--- src/rtl/namuru_dump_ctrl.sv ---
// namuru_dump_ctrl: sits between the CPU Wishbone slave port and the correlator master port and dumps accumulators on each accum_int.
// Build macro NAMURU_DUMP_TIMEOUT_EN adds a master-ack timeout that sets dump_err and aborts the dump.
module namuru_dump_ctrl #(
    parameter int          NUM_CHAN    = 4,
    parameter logic [31:0] BASE_ADR    = 32'h0000_0000,
    parameter logic [31:0] CHAN_STRIDE = 32'h0000_0040,
    parameter logic [31:0] REG_OFFSET  = 32'h0000_0010
`ifdef NAMURU_DUMP_TIMEOUT_EN
    ,
    parameter int          TIMEOUT     = 255
`endif
) (
    input  logic                sys_clk,
    input  logic                sys_rst,
    input  logic                accum_int,
    input  logic                dump_en,
    input  logic [NUM_CHAN-1:0] ch_mask,
    input  logic [31:0]         s_adr_i,
    input  logic [31:0]         s_dat_i,
    input  logic [3:0]          s_sel_i,
    input  logic                s_we_i,
    input  logic                s_stb_i,
    input  logic                s_cyc_i,
    output logic [31:0]         s_dat_o,
    output logic                s_ack_o,
    output logic [31:0]         m_adr_o,
    output logic [31:0]         m_dat_o,
    output logic [3:0]          m_sel_o,
    output logic                m_we_o,
    output logic                m_stb_o,
    output logic                m_cyc_o,
    input  logic [31:0]         m_dat_i,
    input  logic                m_ack_i,
    output logic                dump_valid,
    output logic [31:0]         dump_dat,
    output logic [3:0]          dump_ch,
    output logic [2:0]          dump_reg,
    output logic                dump_done,
    output logic                dump_err,
    output logic                busy,
    output logic                overrun
);

    typedef enum logic [2:0] {
        ST_IDLE = 3'd0,
        ST_PASS = 3'd1,
        ST_LOAD = 3'd2,
        ST_REQ  = 3'd3,
        ST_NEXT = 3'd4,
        ST_DONE = 3'd5
    } state_t;

    state_t                state_q, state_d;
    logic                  sync1_q, sync2_q, prev_q;
    logic                  pend_q, pend_d;
    logic                  overrun_q, overrun_d;
    logic [NUM_CHAN-1:0]   mask_q, mask_d;
    logic [3:0]            ch_q, ch_d;
    logic [2:0]            reg_q, reg_d;
    logic                  busy_q;
    logic                  dump_valid_q, dump_done_q;
    logic [31:0]           dump_dat_q;
    logic [3:0]            dump_ch_q;
    logic [2:0]            dump_reg_q;

    logic                  rise_s, active_s, set_pend_s, pass_s, cap_s, tmo_hit_s;
    logic [4:0]            first_s, next_s;
    logic [31:0]           eng_adr_s;

    // Returns {found, index} of the lowest set mask bit at or above start.
    function automatic logic [4:0] find_set(input logic [NUM_CHAN-1:0] mask, input logic [4:0] start);
        logic [4:0] res;
        res = 5'd0;
        for (int i = NUM_CHAN - 1; i >= 0; i--) begin
            if (mask[i] && (5'(i) >= start)) begin
                res = {1'b1, 4'(i)};
            end else begin
                res = res;
            end
        end
        return res;
    endfunction

    assign rise_s     = sync2_q & ~prev_q;
    assign active_s   = (state_q == ST_LOAD) || (state_q == ST_REQ) ||
                        (state_q == ST_NEXT) || (state_q == ST_DONE);
    assign set_pend_s = rise_s & dump_en & (|ch_mask) & ~active_s;
    assign pass_s     = (state_q == ST_IDLE) || (state_q == ST_PASS);
    assign first_s    = find_set(ch_mask, 5'd0);
    assign next_s     = find_set(mask_q, {1'b0, ch_q} + 5'd1);
    assign eng_adr_s  = BASE_ADR + ({28'd0, ch_q} * CHAN_STRIDE) + REG_OFFSET + {27'd0, reg_q, 2'b00};

    // Next-state and dump bookkeeping for the dump engine.
    always_comb begin
        state_d   = state_q;
        mask_d    = mask_q;
        ch_d      = ch_q;
        reg_d     = reg_q;
        cap_s     = 1'b0;
        overrun_d = overrun_q | (rise_s & active_s);
        if (set_pend_s) begin
            pend_d = 1'b1;
        end else if ((state_q == ST_IDLE) && !dump_en) begin
            pend_d = 1'b0;
        end else begin
            pend_d = pend_q;
        end
        case (state_q)
            ST_IDLE: begin
                // CPU takes priority over a pending dump.
                if (s_cyc_i) begin
                    state_d = ST_PASS;
                end else if ((pend_q & dump_en) | set_pend_s) begin
                    state_d = ST_LOAD;
                end else begin
                    state_d = ST_IDLE;
                end
            end
            ST_PASS: begin
                if (!s_cyc_i) begin
                    state_d = ST_IDLE;
                end else begin
                    state_d = ST_PASS;
                end
            end
            ST_LOAD: begin
                pend_d = 1'b0;
                mask_d = ch_mask;
                ch_d   = first_s[3:0];
                reg_d  = 3'd0;
                if (first_s[4]) begin
                    state_d = ST_REQ;
                end else begin
                    state_d = ST_DONE;
                end
            end
            ST_REQ: begin
                if (m_ack_i) begin
                    cap_s   = 1'b1;
                    state_d = ST_NEXT;
                end else if (tmo_hit_s) begin
                    state_d = ST_DONE;
                end else begin
                    state_d = ST_REQ;
                end
            end
            ST_NEXT: begin
                if (reg_q < 3'd5) begin
                    reg_d   = reg_q + 3'd1;
                    state_d = ST_REQ;
                end else if (next_s[4]) begin
                    ch_d    = next_s[3:0];
                    reg_d   = 3'd0;
                    state_d = ST_REQ;
                end else begin
                    state_d = ST_DONE;
                end
            end
            ST_DONE: begin
                state_d = ST_IDLE;
            end
            default: begin
                state_d = ST_IDLE;
            end
        endcase
    end

    // State, synchronizer and engine registers.
    always_ff @(posedge sys_clk or posedge sys_rst) begin
        if (sys_rst) begin
            state_q   <= ST_IDLE;
            sync1_q   <= 1'b0;
            sync2_q   <= 1'b0;
            prev_q    <= 1'b0;
            pend_q    <= 1'b0;
            overrun_q <= 1'b0;
            mask_q    <= '0;
            ch_q      <= 4'd0;
            reg_q     <= 3'd0;
            busy_q    <= 1'b0;
        end else begin
            state_q   <= state_d;
            sync1_q   <= accum_int;
            sync2_q   <= sync1_q;
            prev_q    <= sync2_q;
            pend_q    <= pend_d;
            overrun_q <= overrun_d;
            mask_q    <= mask_d;
            ch_q      <= ch_d;
            reg_q     <= reg_d;
            busy_q    <= (state_q == ST_LOAD) || (state_q == ST_REQ) || (state_q == ST_NEXT);
        end
    end

    // Capture register feeding the dump stream.
    always_ff @(posedge sys_clk or posedge sys_rst) begin
        if (sys_rst) begin
            dump_valid_q <= 1'b0;
            dump_done_q  <= 1'b0;
            dump_dat_q   <= 32'd0;
            dump_ch_q    <= 4'd0;
            dump_reg_q   <= 3'd0;
        end else begin
            dump_valid_q <= cap_s;
            dump_done_q  <= (state_q == ST_DONE);
            if (cap_s) begin
                dump_dat_q <= m_dat_i;
                dump_ch_q  <= ch_q;
                dump_reg_q <= reg_q;
            end else begin
                dump_dat_q <= dump_dat_q;
                dump_ch_q  <= dump_ch_q;
                dump_reg_q <= dump_reg_q;
            end
        end
    end

`ifdef NAMURU_DUMP_TIMEOUT_EN
    localparam int TW = $clog2(TIMEOUT + 1);
    logic [TW-1:0] tmo_cnt_q;
    logic          dump_err_q;

    assign tmo_hit_s = (state_q == ST_REQ) && (tmo_cnt_q == TW'(TIMEOUT - 1));
    assign dump_err  = dump_err_q;

    // Ack timeout counter restarts on every REQ entry; error is sticky until the next LOAD.
    always_ff @(posedge sys_clk or posedge sys_rst) begin
        if (sys_rst) begin
            tmo_cnt_q  <= '0;
            dump_err_q <= 1'b0;
        end else begin
            if ((state_q == ST_REQ) && (state_d == ST_REQ)) begin
                tmo_cnt_q <= tmo_cnt_q + 1'b1;
            end else begin
                tmo_cnt_q <= '0;
            end
            if (state_q == ST_LOAD) begin
                dump_err_q <= 1'b0;
            end else if (tmo_hit_s && !m_ack_i) begin
                dump_err_q <= 1'b1;
            end else begin
                dump_err_q <= dump_err_q;
            end
        end
    end
`else
    assign tmo_hit_s = 1'b0;
    assign dump_err  = 1'b0;
`endif

    // Bus ownership: CPU passes straight through while idle, otherwise the engine drives the master port.
    always_comb begin
        m_adr_o = 32'd0;
        m_dat_o = 32'd0;
        m_sel_o = 4'h0;
        m_we_o  = 1'b0;
        m_stb_o = 1'b0;
        m_cyc_o = 1'b0;
        s_dat_o = 32'd0;
        s_ack_o = 1'b0;
        if (pass_s) begin
            m_adr_o = s_adr_i;
            m_dat_o = s_dat_i;
            m_sel_o = s_sel_i;
            m_we_o  = s_we_i;
            m_stb_o = s_stb_i;
            m_cyc_o = s_cyc_i;
            s_dat_o = m_dat_i;
            s_ack_o = m_ack_i;
        end else if (state_q == ST_REQ) begin
            m_adr_o = eng_adr_s;
            m_sel_o = 4'hF;
            m_stb_o = 1'b1;
            m_cyc_o = 1'b1;
        end else begin
            m_cyc_o = 1'b0;
        end
    end

    assign dump_valid = dump_valid_q;
    assign dump_dat   = dump_dat_q;
    assign dump_ch    = dump_ch_q;
    assign dump_reg   = dump_reg_q;
    assign dump_done  = dump_done_q;
    assign busy       = busy_q;
    assign overrun    = overrun_q;

endmodule

--- config.mk ---
export PLATFORM = sky130hd
export DESIGN_NAME = namuru_dump_ctrl
export DESIGN_NICKNAME = d
export VERILOG_FILES = /design/src/rtl/namuru_dump_ctrl.sv
export SDC_FILE = /design/constraint.sdc
export NUM_CORES = 1
export LEC_CHECK = 0
export ABC_CLOCK_PERIOD_IN_PS = 5780
export CAP_MARGIN = 10
export CORE_ASPECT_RATIO = 0.7
export CORE_MARGIN = 4
export CORE_UTILIZATION = 35
export CTS_CLUSTER_DIAMETER = 60
export DETAILED_ROUTE_END_ITERATION = 12
export PLACE_DENSITY = 0.85
export REMOVE_ABC_BUFFERS = 1
export SLEW_MARGIN = 0
export SYNTH_ARGS = -nofsm -noshare
export SYNTH_HDL_FRONTEND = slang
export SYNTH_SLANG_ARGS = --single-unit
--- constraint.sdc ---
create_clock -name sys_clk -period 5.78 [get_ports sys_clk]
set_clock_uncertainty 0.2 [all_clocks]
set_input_delay 1.156 -clock sys_clk [delete_from_list [all_inputs] [get_ports sys_clk]]
set_output_delay 1.156 -clock sys_clk [all_outputs]
set_load 0.02 [all_outputs]
# Word-level counts from Yosys, hierarchy flattened
# Index checks and enable logic that the tools add are counted.
[totals] mem_count=0 in_bits=112 latch_bits=0 romBits=0 elab_cells=96 out_inout_bits=148 mem_bits_rw=0 regBits=61
[op_classes] reduce_logical=16 n_lt_le_gt_ge=5 n_eq_ne=8 addsub=4 n_shift=0 mux=38 div_mod_pow=0 bitwise_logic=10 mul=0
[ops] op="two-way mux 32 bit" count=3
[ops] op="two-way mux 5 bit" count=8
[ops] op="two-way mux 3 bit" count=6
[ops] op="two-way mux 4 bit" count=4
[ops] op="case mux 3 bit (5 select lines)" count=1
[ops] op="adder 11 x 5 -> 12 bit" count=1
[ops] op="two-way mux 12 bit" count=1
[ops] op="adder 10 x 5 -> 11 bit (second input constant)" count=1
[ops] op="two-way mux 1 bit" count=11
[ops] op=">= comparator 1 x 5 -> 1 bit (first input constant)" count=2
[ops] op=">= comparator 2 x 5 -> 1 bit (first input constant)" count=2
[ops] op="case mux 4 bit (2 select lines)" count=1
[ops] op="bitwise AND 1 bit" count=6
[ops] op="== test 3 x 2 -> 1 bit (second input constant)" count=2
[ops] op="== test 3 bit (second input constant)" count=2
[ops] op="case mux 3 bit (2 select lines)" count=1
[ops] op="adder 4 x 1 -> 5 bit (second input constant)" count=1
[ops] op="logical AND 1 bit" count=5
[ops] op="logical OR 1 bit" count=4
[ops] op="two-way mux 2 bit" count=2
[ops] op="!= test 2 bit (second input constant)" count=2
[ops] op="OR reduction 4 bit" count=1
[ops] op="adder 3 x 1 -> 3 bit (second input constant)" count=1
[ops] op="== test 3 x 1 -> 1 bit (second input constant)" count=1
[ops] op="other kinds (10)" count=12

# Logic depth before layout (Yosys ltp)
[logic_depth] word_depth=10 mapped_depth=7

# Worst setup path before layout
# OpenSTA, ideal clock, no wires.
[synth_timing] kind="register -> output" from="reg state_q[2]" to="out m_adr_o[4]" setup_slack_ns=2.858 path_stages_with_launch=7 t_required_ns=4.424 arrival_time_ns=1.566 path_cell_list="dfrtp_1 buf_4 nor2_1 clkbuf_1 clkbuf_1 nand2_1 o21ai_0"
[synth_between] elab_chain_len=3 elab_cells_between_ends=6 classes_between="2 x eq/ne; 2 x mux; 2 x reduce/logical"
[synth_lines] element="from (decl)" line="53" text="state_t state_q, state_d;"
[synth_lines] element="from (signal assigned)" line="182" text="state_q <= state_d;"
[synth_lines] element="== test 3 x 2 -> 1 bit (tied with other cells)" line="270" text="end else if (state_q == ST_REQ) begin"
[synth_lines] element="two-way mux 12 bit / logical OR 1 bit (equally long branches)" line="270, 88"
[synth_lines] element="two-way mux 32 bit (*)" line="261" text="if (pass_s) begin"
[synth_lines] element="to (decl)" line="26" text="output logic [31:0] m_adr_o,"
# Mark *: on every way between the ends. The rest lies on a longest branch, timed or not.

# Worst setup path after layout
[layout_timing] from="reg state_q[2]" to="out m_dat_o[5]"
[layout_between] elab_chain_len=3 elab_cells_between_ends=4 classes_between="1 x eq/ne; 1 x mux; 2 x reduce/logical"
[layout_lines] element="== test 3 x 1 -> 1 bit / zero test 3 bit (equally long branches)" line="88" text="assign pass_s = (state_q == ST_IDLE) || (state_q == ST_PASS);"
[layout_lines] element="logical OR 1 bit (*)" line="88"
[layout_lines] element="two-way mux 32 bit (*)" line="261"
[layout_lines] element="to (decl)" line="27" text="output logic [31:0] m_dat_o,"
# Marks and branches as above.

==> impl_table.tex <==
\begin{tabular}{lr}
\hline
Metric & Value \\
\hline
\multicolumn{2}{l}{\textbf{Clock network}} \\
Clock insertion delay at the later pin of the skew report & approximately 0.28 ns \\
Clock-pin slew reported for the worst setup and hold paths after clock tree synthesis & roughly 0.07 ns \\
Root buf cell & sky130\_fd\_sc\_hd\_\_clkbuf\_16 \\
Sink count of the clock tree & 56 \\
Total CTS buffers & 5 \\
Cts-stage hold buffer count & 0 \\
Number of buffers added for setup after CTS & 0 \\
Deepest clock path buffer count & 2 \\
Number of resized instances in the post-cts repair step & 0 \\
Number of H-tree branching levels & 2 \\
TritonCTS clock tree & yes \\
\multicolumn{2}{l}{\textbf{Critical path}} \\
Crit. End Element & output port \\
Class of the most critical setup path & register to output port \\
Cells along the critical path & nor2\_4 > buf\_4 > and2\_1 > clkdlybuf4s50\_1 \\
Cell class contributing the biggest share of worst-path delay & buffers and inverters \\
Launching element type of the critical path & register \\
Critical path's slowest cell & sky130\_fd\_sc\_hd\_\_nor2\_4 \\
Arrival time worst endpoint & a little under 3 ns \\
Delay of the slowest cell on the worst path & 0.77 ns \\
Worst path buffer plus inverter count & 2 \\
Reg2reg path depth & 4 \\
Required time of the critical path & $\sim$4.4 ns \\
Number of gates on the worst path with buffers counted & 4 \\
Crit-path max FO & between 50 and 60 \\
\multicolumn{2}{l}{\textbf{Placed design}} \\
Placed Cells incl. Taps & between 600 and 700 \\
Cell area after placement & around 0.0057 mm2 \\
Number of buffer cells added on primary ports & about 260 \\
DP Wirelength & about 9.1 mm \\
Placer Congestion & 0.8021 \\
\multicolumn{2}{l}{\textbf{Drt}} \\
Sum of routed wire length over all layers & around 11 mm \\
Via total after detailed routing & roughly 3000 \\
Top Metal Used & met4 \\
Total iterations of the first detailed-routing run & 4 \\
DR WL met3 & approximately 940 um \\
Wire length on met1 & around 4.3 mm \\
DRC violations left & 0 \\
Routed met2 length & between 5 and 6 mm \\
Wire per inst & approximately 17 um \\
Number of routed nets with antenna violations & 0 \\
Iter 0 DRT Violations & around 130 \\
Per-cell via count in the routed design & 4.557 \\
\multicolumn{2}{l}{\textbf{Power and ir drop}} \\
Power density relative to cell area & roughly 460 mW/mm2 \\
Static leakage & between 2 and 2.5 nW \\
VDD IR max & 0.2897 mV \\
\multicolumn{2}{l}{\textbf{Final layout}} \\
Highest-count cells in the layout ignoring fill and taps & sky130\_fd\_sc\_hd\_\_clkdlybuf4s50\_1, sky130\_fd\_sc\_hd\_\_and2\_1, sky130\_fd\_sc\_hd\_\_dfrtp\_1 \\
Synth-to-Final Area Change & 90.88\% \\
Post-Layout Inst Area & about 0.006 mm2 \\
Fin cells & 657 \\
Largest register FFs & 32 \\
Final antenna diode count & 0 \\
Fraction of final layout cells sized beyond drive strength 1 & 0.09497 \\
Commonest non-fill, non-tap cell in the layout & sky130\_fd\_sc\_hd\_\_clkdlybuf4s50\_1 \\
Nets & about 650 \\
Core utilization of the finished layout & 0.6885 \\
\multicolumn{2}{l}{\textbf{Yosys}} \\
Number of warnings printed during yosys synthesis & 0 \\
EDFF count, synth & 0 \\
Fraction of synthesis flops using an asynchronous set or reset pin & 1.000 \\
Count of mapped cells out of synthesis & slightly below 300 \\
Most used flip-flop cell after synthesis & sky130\_fd\_sc\_hd\_\_dfrtp\_1 \\
Share of the yosys chip area belonging to registers & 0.4583 \\
Combined area of all synthesized cells & 0.003058 mm2 \\
Total of flip-flops plus latches after synthesis & 56 \\
Mean instance size in the synthesized netlist & about 10 um2 \\
Yosys cell types & 42 \\
\multicolumn{2}{l}{\textbf{Floorplanning}} \\
Die W & 119.7 um \\
Starting density of the core & 0.3607 \\
Core Footprint & 0.008478 mm2 \\
Number of rows created at floorplan & 28 \\
Overall die area & a little over 0.01 mm2 \\
Number of placed I/O pins & 260 \\
Die Height & between 80 and 90 um \\
\multicolumn{2}{l}{\textbf{Timing}} \\
Unrepaired setup endpoints after global routing & false \\
Achievable clock frequency & between 200 and 250 MHz \\
Final hold violation count & 0 \\
Slew @ Worst Pin & 0.9642 ns \\
Worst slew slack as a fraction of its limit & 0.3549 \\
Final min period & $\sim$4.3 ns \\
Final Max Tran Viols & 0 \\
Fin Setup TNS & 0 ns \\
Fin crit share & 0.7403 \\
Total setup violations reported at the end of the flow & 0 \\
\multicolumn{2}{l}{\textbf{Worst hold path}} \\
Tightest Hold Check Type & register to register \\
Cell depth of the worst hold path & 0 \\
\multicolumn{2}{l}{\textbf{GRT}} \\
Overall routing resource usage & 0.2048 \\
Vias in the first global route & between 3000 and 4000 \\
Largest net degree at the start of global routing & 57 \\
Initial antenna violation count & 0 \\
First-pass GRT wire length & 16.84 mm \\
Remaining global-route overflow & 0 \\
\multicolumn{2}{l}{\textbf{Status}} \\
Result of the run & completed \\
\multicolumn{2}{l}{\textbf{Run}} \\
Max-cap violations & 0 \\
\hline
\end{tabular}
-- cell usage after synthesis, types with 2 or more instances --
cell	count	area share
sky130_fd_sc_hd__o211ai_1	3	0.0074
sky130_fd_sc_hd__o21ai_1	3	0.0049
sky130_fd_sc_hd__a21oi_1	2	0.0033
sky130_fd_sc_hd__o21bai_1	2	0.0049
sky130_fd_sc_hd__mux2_1	10	0.037
sky130_fd_sc_hd__buf_4	5	0.012
sky130_fd_sc_hd__nand2_1	19	0.023
sky130_fd_sc_hd__mux2_2	33	0.12
sky130_fd_sc_hd__o21ai_0	4	0.0065
sky130_fd_sc_hd__inv_1	5	0.0061
sky130_fd_sc_hd__nor2b_1	2	0.0041
sky130_fd_sc_hd__or4_1	2	0.0049
sky130_fd_sc_hd__and2_1	93	0.19
sky130_fd_sc_hd__dfrtp_1	56	0.46
sky130_fd_sc_hd__nor2_1	4	0.0049
sky130_fd_sc_hd__buf_2	6	0.0098
sky130_fd_sc_hd__clkbuf_1	11	0.014
sky130_fd_sc_hd__nand2b_1	2	0.0041
sky130_fd_sc_hd__a22o_1	6	0.017
sky130_fd_sc_hd__nor3b_2	2	0.0082
-- layer usage --
| layer | GRT usage | vias up |
|---|---|---|
| li1 | - | 1457 |
| met1 | 0.2469 | 1390 |
| met2 | 0.3612 | 131 |
| met3 | 0.06719 | 16 |
| met4 | 0.04574 | 0 |
| met5 | 0 | - |
-- where the power goes --
group	leakage (nW)	switching [mW]	internal (mW)	total, mW
Clock	0.0691	0.133	0.173	0.306
Sequential	0.690	0.112	0.557	0.669
Combinational	1.66	0.824	0.858	1.68
-- cells by family (layout without fill, tap and decap cells) --
logic type	Yosys count	after routing	synth area share
other	1	3	0.001226
muxes	44	44	0.1616
AOI/OAI and AO/OA	27	27	0.06260
adders and majority gates	1	1	0.004091
xor gates and xnor gates	1	1	0.002865
DFF	56	56	0.4583
and+or+nand+nor	134	134	0.2639
buffers and inverters	28	271	0.04542
-- cell type report --
class	count	area, um2
fill	666	2641
timing repair buffer	258	2577
multi-input combinational	210	1535
sequential	56	1401
tap	120	150.1
clock buffer	6	138.9
inverter	5	18.77
clock inverter	2	15.01
-- per-stage QoR --
stage | setup WS (ns) | power [mW] | hold WS (ns)
final | 1.501 | 2.656 | 0.1634
after global routing | 1.246 | 2.810 | 0.1734
after CTS | 1.474 | 2.690 | 0.1658
after detailed placement | 1.782 | 2.373 | 0.1412
after global placement | 1.907 | 2.333 | 0.1354
after floorplan | 1.324 | 1.501 | 0.1312
-- final timing paths --
check	slack [ns]	endpoint	start
min reg2reg	0.16	sync2_q$_DFF_PP0_	sync1_q$_DFF_PP0_
max in group asynchronous	3.73	state_q[0]$_DFF_PP0_	sys_rst
max reg2reg	3.12	dump_dat[11]$_DFFE_PP0P_	state_q[1]$_DFF_PP0_
min	0.16	sync2_q$_DFF_PP0_	sync1_q$_DFF_PP0_
max	1.50	m_dat_o[5]	state_q[2]$_DFF_PP0_
min in group asynchronous	1.19	dump_dat[2]$_DFFE_PP0P_	sys_rst
Power figures use the tool's default switching activity.
